===== src/rtl/instr_pkg.sv =====
// Shared definitions for the instruction issuer: the ALU opcode encoding,
// the 16-bit instruction field layout, the bubble word and the issue FSM states.
package instr_pkg;

   // ALU opcode encoding
   localparam logic [2:0] OP_ADD  = 3'b000;
   localparam logic [2:0] OP_SUB  = 3'b001;
   localparam logic [2:0] OP_AND  = 3'b010;
   localparam logic [2:0] OP_OR   = 3'b011;
   localparam logic [2:0] OP_XOR  = 3'b100;
   localparam logic [2:0] OP_SLL  = 3'b101;
   localparam logic [2:0] OP_SRL  = 3'b110;
   localparam logic [2:0] OP_PASS = 3'b111;

   // Instruction word layout: {opcode, src_a, src_b, dest, 4'b0000}
   localparam int INSTR_W  = 16;
   localparam int OPC_W    = 3;
   localparam int REG_W    = 3;
   localparam int OPC_MSB  = 15;
   localparam int OPC_LSB  = 13;
   localparam int SRCA_MSB = 12;
   localparam int SRCA_LSB = 10;
   localparam int SRCB_MSB = 9;
   localparam int SRCB_LSB = 7;
   localparam int DEST_MSB = 6;
   localparam int DEST_LSB = 4;
   localparam int PAD_MSB  = 3;

   // Word driven into the processor during bubble slots
   localparam logic [INSTR_W-1:0] NOP_WORD_DEFAULT = 16'h0000;

   typedef enum logic [1:0] {
      IDLE  = 2'd0,
      ISSUE = 2'd1,
      STALL = 2'd2
   } issue_state_e;

   function automatic logic [INSTR_W-1:0] pack_instr(
      input logic [OPC_W-1:0] opc,
      input logic [REG_W-1:0] src_a,
      input logic [REG_W-1:0] src_b,
      input logic [REG_W-1:0] dest
   );
      return {opc, src_a, src_b, dest, {(PAD_MSB + 1){1'b0}}};
   endfunction

endpackage


===== src/rtl/instr_fifo.sv =====
// Generic synchronous FIFO. Refuses pushes when full and pops when empty;
// head_o shows the oldest entry whenever empty_o is low. DEPTH must be a
// power of two so the pointers wrap naturally.
module instr_fifo #(
   parameter int WIDTH = 16,
   parameter int DEPTH = 8
) (
   input  logic                     clk,
   input  logic                     reset,
   input  logic                     push_i,
   input  logic [WIDTH-1:0]         data_i,
   input  logic                     pop_i,
   output logic [WIDTH-1:0]         head_o,
   output logic                     full_o,
   output logic                     empty_o,
   output logic [$clog2(DEPTH):0]   count_o
);

   localparam int AW = $clog2(DEPTH);
   localparam int CW = AW + 1;

   logic [WIDTH-1:0] mem_q [DEPTH];
   logic [AW-1:0]    wr_ptr_q, wr_ptr_d;
   logic [AW-1:0]    rd_ptr_q, rd_ptr_d;
   logic [CW-1:0]    count_q, count_d;
   logic             do_push, do_pop;

   assign full_o  = (count_q == CW'(DEPTH));
   assign empty_o = (count_q == '0);
   assign count_o = count_q;
   assign head_o  = mem_q[rd_ptr_q];

   assign do_push = push_i && !full_o;
   assign do_pop  = pop_i && !empty_o;

   // Pointer and occupancy next-state
   always_comb begin
      wr_ptr_d = wr_ptr_q;
      rd_ptr_d = rd_ptr_q;
      count_d  = count_q;
      if (do_push) wr_ptr_d = wr_ptr_q + AW'(1);
      if (do_pop)  rd_ptr_d = rd_ptr_q + AW'(1);
      if (do_push && !do_pop)      count_d = count_q + CW'(1);
      else if (!do_push && do_pop) count_d = count_q - CW'(1);
   end

   // Control state; reset empties the FIFO without touching storage
   always_ff @(posedge clk or posedge reset) begin
      if (reset) begin
         wr_ptr_q <= '0;
         rd_ptr_q <= '0;
         count_q  <= '0;
      end else begin
         wr_ptr_q <= wr_ptr_d;
         rd_ptr_q <= rd_ptr_d;
         count_q  <= count_d;
      end
   end

   // Entry storage, written on accepted pushes only
   always_ff @(posedge clk) begin
      if (do_push) mem_q[wr_ptr_q] <= data_i;
   end

endmodule


===== src/rtl/instr_issuer.sv =====
// Instruction issuer: packs host-supplied fields into 16-bit instruction
// words, buffers them in instr_fifo and drives one registered word per clock
// into the processor, inserting NOP bubbles when empty, paused or stalled.
// Build option: define HAZARD_INTERLOCK_EN to stall a head instruction that
// reads a register written within the last HAZARD_GAP issue slots. Without
// it the history is still maintained but never stalls issue.
module instr_issuer
   import instr_pkg::*;
#(
   parameter int          DEPTH      = 8,
   parameter int          HAZARD_GAP = 2,
   parameter logic [15:0] NOP_WORD   = NOP_WORD_DEFAULT
) (
   input  logic                   clk,
   input  logic                   reset,
   input  logic                   in_valid,
   output logic                   in_ready,
   input  logic [2:0]             in_opcode,
   input  logic [2:0]             in_src_a,
   input  logic [2:0]             in_src_b,
   input  logic [2:0]             in_dest,
   input  logic                   issue_en,
   output logic [15:0]            instruction,
   output logic                   issue_valid,
   output logic [$clog2(DEPTH):0] fifo_count,
   output logic [15:0]            issued_count
);

`ifdef HAZARD_INTERLOCK_EN
   localparam bit HAZ_EN = 1'b1;
`else
   localparam bit HAZ_EN = 1'b0;
`endif

   issue_state_e state_q, state_d;

   logic [INSTR_W-1:0] in_word;
   logic [INSTR_W-1:0] head_word;
   logic               fifo_full, fifo_empty;
   logic               push, pop;
   logic [REG_W-1:0]   head_src_a, head_src_b, head_dest;
   logic               raw_hit, hazard;

   logic [INSTR_W-1:0] instr_q, instr_d;
   logic [15:0]        issued_q, issued_d;

   logic [HAZARD_GAP-1:0]            hist_vld_q, hist_vld_d;
   logic [HAZARD_GAP-1:0][REG_W-1:0] hist_dst_q, hist_dst_d;

   // in_ready depends only on registered FIFO occupancy
   assign in_ready = !fifo_full;
   assign push     = in_valid && in_ready;
   assign in_word  = pack_instr(in_opcode, in_src_a, in_src_b, in_dest);

   instr_fifo #(
      .WIDTH (INSTR_W),
      .DEPTH (DEPTH)
   ) u_fifo (
      .clk     (clk),
      .reset   (reset),
      .push_i  (push),
      .data_i  (in_word),
      .pop_i   (pop),
      .head_o  (head_word),
      .full_o  (fifo_full),
      .empty_o (fifo_empty),
      .count_o (fifo_count)
   );

   assign head_src_a = head_word[SRCA_MSB:SRCA_LSB];
   assign head_src_b = head_word[SRCB_MSB:SRCB_LSB];
   assign head_dest  = head_word[DEST_MSB:DEST_LSB];

   // RAW check of the head's sources against recently issued destinations
   always_comb begin
      raw_hit = 1'b0;
      for (int i = 0; i < HAZARD_GAP; i++) begin
         if (hist_vld_q[i] &&
             ((hist_dst_q[i] == head_src_a) || (hist_dst_q[i] == head_src_b)))
            raw_hit = 1'b1;
      end
   end

   assign hazard = raw_hit && HAZ_EN;

   // Next-state: pause wins, then empty, then hazard, else issue the head
   always_comb begin
      state_d = IDLE;
      if (!issue_en)       state_d = IDLE;
      else if (fifo_empty) state_d = IDLE;
      else if (hazard)     state_d = STALL;
      else                 state_d = ISSUE;
   end

   // Slot outputs: pop and drive the head on ISSUE, otherwise a bubble
   always_comb begin
      pop      = (state_d == ISSUE);
      instr_d  = pop ? head_word : NOP_WORD;
      issued_d = pop ? issued_q + 16'd1 : issued_q;
      hist_vld_d[0] = pop;
      hist_dst_d[0] = head_dest;
      for (int i = 1; i < HAZARD_GAP; i++) begin
         hist_vld_d[i] = hist_vld_q[i-1];
         hist_dst_d[i] = hist_dst_q[i-1];
      end
   end

   // State, output word, issue counter and hazard history registers
   always_ff @(posedge clk or posedge reset) begin
      if (reset) begin
         state_q    <= IDLE;
         instr_q    <= NOP_WORD;
         issued_q   <= '0;
         hist_vld_q <= '0;
         hist_dst_q <= '0;
      end else begin
         state_q    <= state_d;
         instr_q    <= instr_d;
         issued_q   <= issued_d;
         hist_vld_q <= hist_vld_d;
         hist_dst_q <= hist_dst_d;
      end
   end

   assign instruction  = instr_q;
   assign issue_valid  = (state_q == ISSUE);
   assign issued_count = issued_q;

endmodule


===== config.mk =====
export PLATFORM = sky130hd
export DESIGN_NAME = instr_issuer
export DESIGN_NICKNAME = d
export VERILOG_FILES = /design/src/rtl/instr_pkg.sv /design/src/rtl/instr_fifo.sv /design/src/rtl/instr_issuer.sv
export SDC_FILE = /design/constraint.sdc
export NUM_CORES = 1
export LEC_CHECK = 0
export ABC_AREA = 0
export ABC_CLOCK_PERIOD_IN_PS = 6950
export CORE_UTILIZATION = 55
export DETAILED_ROUTE_END_ITERATION = 16
export HOLD_SLACK_MARGIN = 0.08
export PLACE_DENSITY = 0.75
export SLEW_MARGIN = 25
export SYNTH_ARGS = -nofsm -noshare
export SYNTH_HDL_FRONTEND = slang
export SYNTH_SLANG_ARGS = --single-unit

===== constraint.sdc =====
create_clock -name clk -period 6.95 [get_ports clk]
set_input_delay 1.39 -clock clk [delete_from_list [all_inputs] [get_ports clk]]
set_output_delay 1.39 -clock clk [all_outputs]
set_load 0.02 [all_outputs]

; ---- Word level (Yosys, flattened, before mapping)
; Memories as Yosys holds them, arrays and structs flattened.
; Cells that the tools add are included.
[totals]
n_memories = 1
out_inout_bits = 38
ramBits = 96
wordCells = 33
in_bits = 16
ff_bits = 44
[memory_table]
columns = memory, words, width, read_ports, rd_clocked_by_memory_dff, wr, line_no
row1 = u_fifo.mem_q, 8, 12, 1, 0, 1, instr_fifo.sv:22  ; logic [WIDTH-1:0] mem_q [DEPTH];
[classes]
muxes = 7
n_reduce_logical = 11
add_sub_neg = 5
n_eq_ne = 3
[ops]
columns = op, n
row1 = $add A16 B1 Y16 const B, 1
row2 = $mux W16, 1
row3 = $mux W4, 2
row4 = $add A3 B1 Y3 const B, 2
row5 = $logic_and A1 B1 Y1, 5
row6 = $add A4 B1 Y4 const B, 1
row7 = $eq A2 B1 Y1 const B, 2
row8 = $eq A4 B4 Y1 const B, 1
row9 = $logic_not A1 Y1, 4
row10 = $logic_not A4 Y1, 1
row11 = $sub A4 B1 Y4 const B, 1
row12 = $mux W1, 3
row13 = $mux W2, 1
row14 = $reduce_bool A2 Y1, 1

; ---- Logic depth before layout (Yosys ltp)
[depth]
ltp_word = 8
ltp_mapped = 11
depth_no_buf = 11

; ---- Hierarchy
; From an unflattened synthesis, not the netlist that was laid out.
[unflattened]
hier_cells = 354
area_unflattened_um2 = 6861.6
[modules_own_cells]
columns = module, n_inst, cells_each, area_per_inst_um2, seq_area_each_um2
row1 = instr_fifo, 1, 251, 5566.6, 4093.9
row2 = instr_issuer, 1, 103, 1295.0, 825.8

; ---- Least setup slack after synthesis
; No wires, ideal clock.
[synth_path]
path_kind = input-to-reg
start = input issue_en
end = register u_fifo.count_q[3] (netlist: u_fifo.count_o[3])
arrival_ns = 3.065
setup_slack_ns = 3.749
setup_ns = 0.136
required_ns = 6.814
path_stages = 9
path_buffers = 2
path_cell_list = o41ai_4 buf_6 buf_2 ha_1 inv_1 ha_1 a21o_1 a2111oi_0 o31ai_1
[synth_via]
elab_chain_len = 6
elab_cells_between_ends = 8
classes_between = 1 x eq/ne / 2 x mux / 5 x reduce/logical
[synth_lines]
columns = item, line_no
row1 = from (decl), instr_issuer.sv:22  ; input logic issue_en,
row2 = $mux W2 *, instr_issuer.sv:89  ; if (!issue_en) state_d = IDLE;
row3 = $eq A2 B1 Y1 *, instr_issuer.sv:97  ; pop = (state_d == ISSUE);
row4 = $logic_and A1 B1 Y1 *, instr_fifo.sv:34  ; assign do_pop = pop_i && !empty_o;
row5 = $logic_not A1 Y1, instr_fifo.sv:43  ; if (do_push && !do_pop) count_d = count_q + CW'(1);
row6 = $logic_and A1 B1 Y1, instr_fifo.sv:43
row7 = $mux W4 / $reduce_bool A2 Y1 (equally long branches), -
row8 = to (signal assigned), instr_fifo.sv:56  ; count_q <= count_d;
row9 = to (decl), instr_fifo.sv:25  ; logic [CW-1:0] count_q, count_d;
; Mark *: on every way between the ends. The rest lies on a longest branch, timed or not.
; A chain may end at the register's enable or synchronous reset.

; ---- Worst setup path after layout
; Same ends and word-level chain as after synthesis.

==> out/summary.txt <==
run status: finished clean
Power Density: 431.2 nW/um^2
Worst Setup Start Kind: primary input
clock root buffer: clkbuf_8
leakage power: 2.390 nW
Synth Cell Area: 5316 sq um
unrepaired setup endpoints after global routing: false
Min Hold Slack: 470.4 ps
maximum VDD drop: 0.2259 mV
multi-input logic area: 1408 sq um
Initial DRT Pass Iterations: 4
drt drc: 0
Max Cap Violations: 0
WP data required: 7340 ps
clock group share of total power: 30.5%
Final Hold Fails: 0
worst skew pair latency: 520 ps
Die Wd: 100.3 microns
Max Slew Vio Count: 0
IO buf count: 49
global-route wire length before repair: 14.45 mm
Fin Setup TNS: 0 ps
Psw: 0.8828 mW
full die area: 10060 sq um
Rows: 35
core area: 9284 sq um
Hold Buf Count CTS: 0
Reg clk slew, reported paths: 70 ps
I/O Pins: 54
Worst-Margin Slew: 832.7 ps
clk sinks: 135
Tot GR Track Use: 20.56%
critical path endpoint category: flop
Synth Flop Type: edfxtp_1
final period utilization: 47.53%
WHS Path Cells: 1
synth warn: 0
Max Clk Rate: 0.3027 GHz
top-count cell post-synth: edfxtp_1
final non-filler cell total: 496
syn avg cell area: 18.21 sq um
Gate power share: 27.4%
Fill cells: 596
setup violators final: 0
crit path time final: 3303 ps
largest net degree at the start of global routing: 40
placed cells: 464
GP Congestion: 0.7320
Crit Path Category: primary input to flop
global route total overflow: 0
Worst R2R Path Depth: 10
vias in the first global route: 2692
Worst Path Max Fanout: 22
Critical Path AT: 3690 ps
initial antenna violation count: 0
Worst Clk Skew: 10.56 ps
final antenna-violating net count: 0
Post-synth EDFFs: 96
wire per inst: 18.64 microns
FF/Latch Area: 3860 sq um
die height: 100.3 microns
vias: 2699
CTS HTree Levels: 4
Synth Instances: 292
hpwl dp: 5.203 mm
Layout area overhead: 23.42%
Inserted Diodes: 0
drt initial violations: 183
nets@finish: 377
Hold Path Class: flop to flop
Post-synth ARST share: 28.89%
# Post-CTS Setup Buffers: 0
slew margin rel.: 44.48%
clk buf depth: 2
Synth cell types: 34
top cells by area, synth: edfxtp_1 (54%), dfrtp_1 (18%), mux4_2 (10%), xnor2_1 (2.6%), mux2i_1 (2.4%)
Via density: 5.442
Reg power frac: 42.1%
top cell types by occurrence after synthesis: edfxtp_1 (96), dfrtp_1 (39), mux4_2 (24)
CTS tree: done
Post-CTS Resized: 0
Yosys top cell area share: 54.22%
register bit total from synthesis: 135
sw frac: 31.21%
Cell Int Power: 1.946 mW
layout cell share with drive strength beyond 1: 20.44%
TritonCTS buffer count: 17
post-synthesis sequential area ratio: 72.58%
Synth area leader: edfxtp_1
Final Routed Wirelength: 9.244 mm
Initial Utilization: 57.26%
==> sequential cells by signal, summed over array words and instances (netlist names) <==
signal,count
issued_count,16
u_fifo.count_o,4
instruction,12
u_fifo.mem_q,96
u_fifo.rd_ptr_q,3
u_fifo.wr_ptr_q,3
state_q,1
==> worst max-delay path: stages <==
cell and delay, ps:
clkdlybuf4s50_1 450, o41ai_4 60, buf_4 360, ha_1 260, inv_1 120, ha_1 290
a21o_1 170, a2111oi_0 450, o31ai_1 140
==> area by class of cell <==
cell class                      instances  share of cell area [%]
Clock inverter                         15                   2.498
Multi-Input combinational cell        140                   21.45
Inverter                                5                  0.2860
Clock buffer                           17                   6.312
Sequential cell                       135                   58.83
Timing Repair Buffer                   55                   8.162
Tap cell                              129                   2.460
==> routing by layer <==
layer	GRT usage [%]	wire, microns
met1	26.42	4026
met4	8.696	120
met3	5.292	407
met2	33.61	4690
met5	0	0
==> through the flow <==
stage	cell area [sq um]	power, mW	worst slack [ps]	util, %
finish	6561	2.829	3647	70.67
global route	6561	2.965	3560	70.67
detailed placement	5983	1.985	3140	64.45
floorplan	5328	1.698	3749	-
CTS	6561	2.858	3655	70.67
global placement	5958	1.951	3242	64.18
==> final timing paths <==
kind | from | end | slack, ps
worst max register to register | u_fifo.count_o[0]$_DFFE_PP0P_ | u_fifo.count_o[3]$_DFFE_PP0P_ | 4120
max in group asynchronous | reset | u_fifo.rd_ptr_q[1]$_DFFE_PP0P_ | 5260
worst min-delay path | issued_count[15]$_DFFE_PP0P_ | issued_count[15]$_DFFE_PP0P_ | 470
worst min register to register | issued_count[15]$_DFFE_PP0P_ | issued_count[15]$_DFFE_PP0P_ | 470
worst max-delay path | issue_en | u_fifo.count_o[3]$_DFFE_PP0P_ | 3650
min in group asynchronous | reset | issued_count[10]$_DFFE_PP0P_ | 1310
==> power groups by stage <==
stage               Combinational [mW]  Clock [mW]  Sequential (mW)
floorplan                        0.489           0             1.21
global placement                 0.754           0             1.20
detailed placement               0.779           0             1.21
CTS                              0.790       0.872             1.20
global route                     0.843       0.909             1.21
finish                           0.776       0.863             1.19
==> cells in the final DEF, fill, tap and decap left out, types with 13 or more instances in the layout <==
master,n
edfxtp_1,96
clkdlybuf4s50_1,49
dfrtp_1,38
mux4_2,24
nand2_1,22
xnor2_1,16
clkbuf_16,16
mux2i_1,13
nor2_1,13
==> kinds of logic after synthesis <==
family                   count (synthesis)  synth area share, %
AO/OA/AOI/OAI                            7                1.247
XOR/XNOR                                21                3.460
adder cells (fa/ha/maj)                  7                1.789
buffers and inverters                   20                2.094
flip-flops                             135                72.58
multiplexers                            39                13.04
other                                    1              0.07054
AND/OR/NAND/NOR                         62                5.719
(Power assumes the default switching activity.)
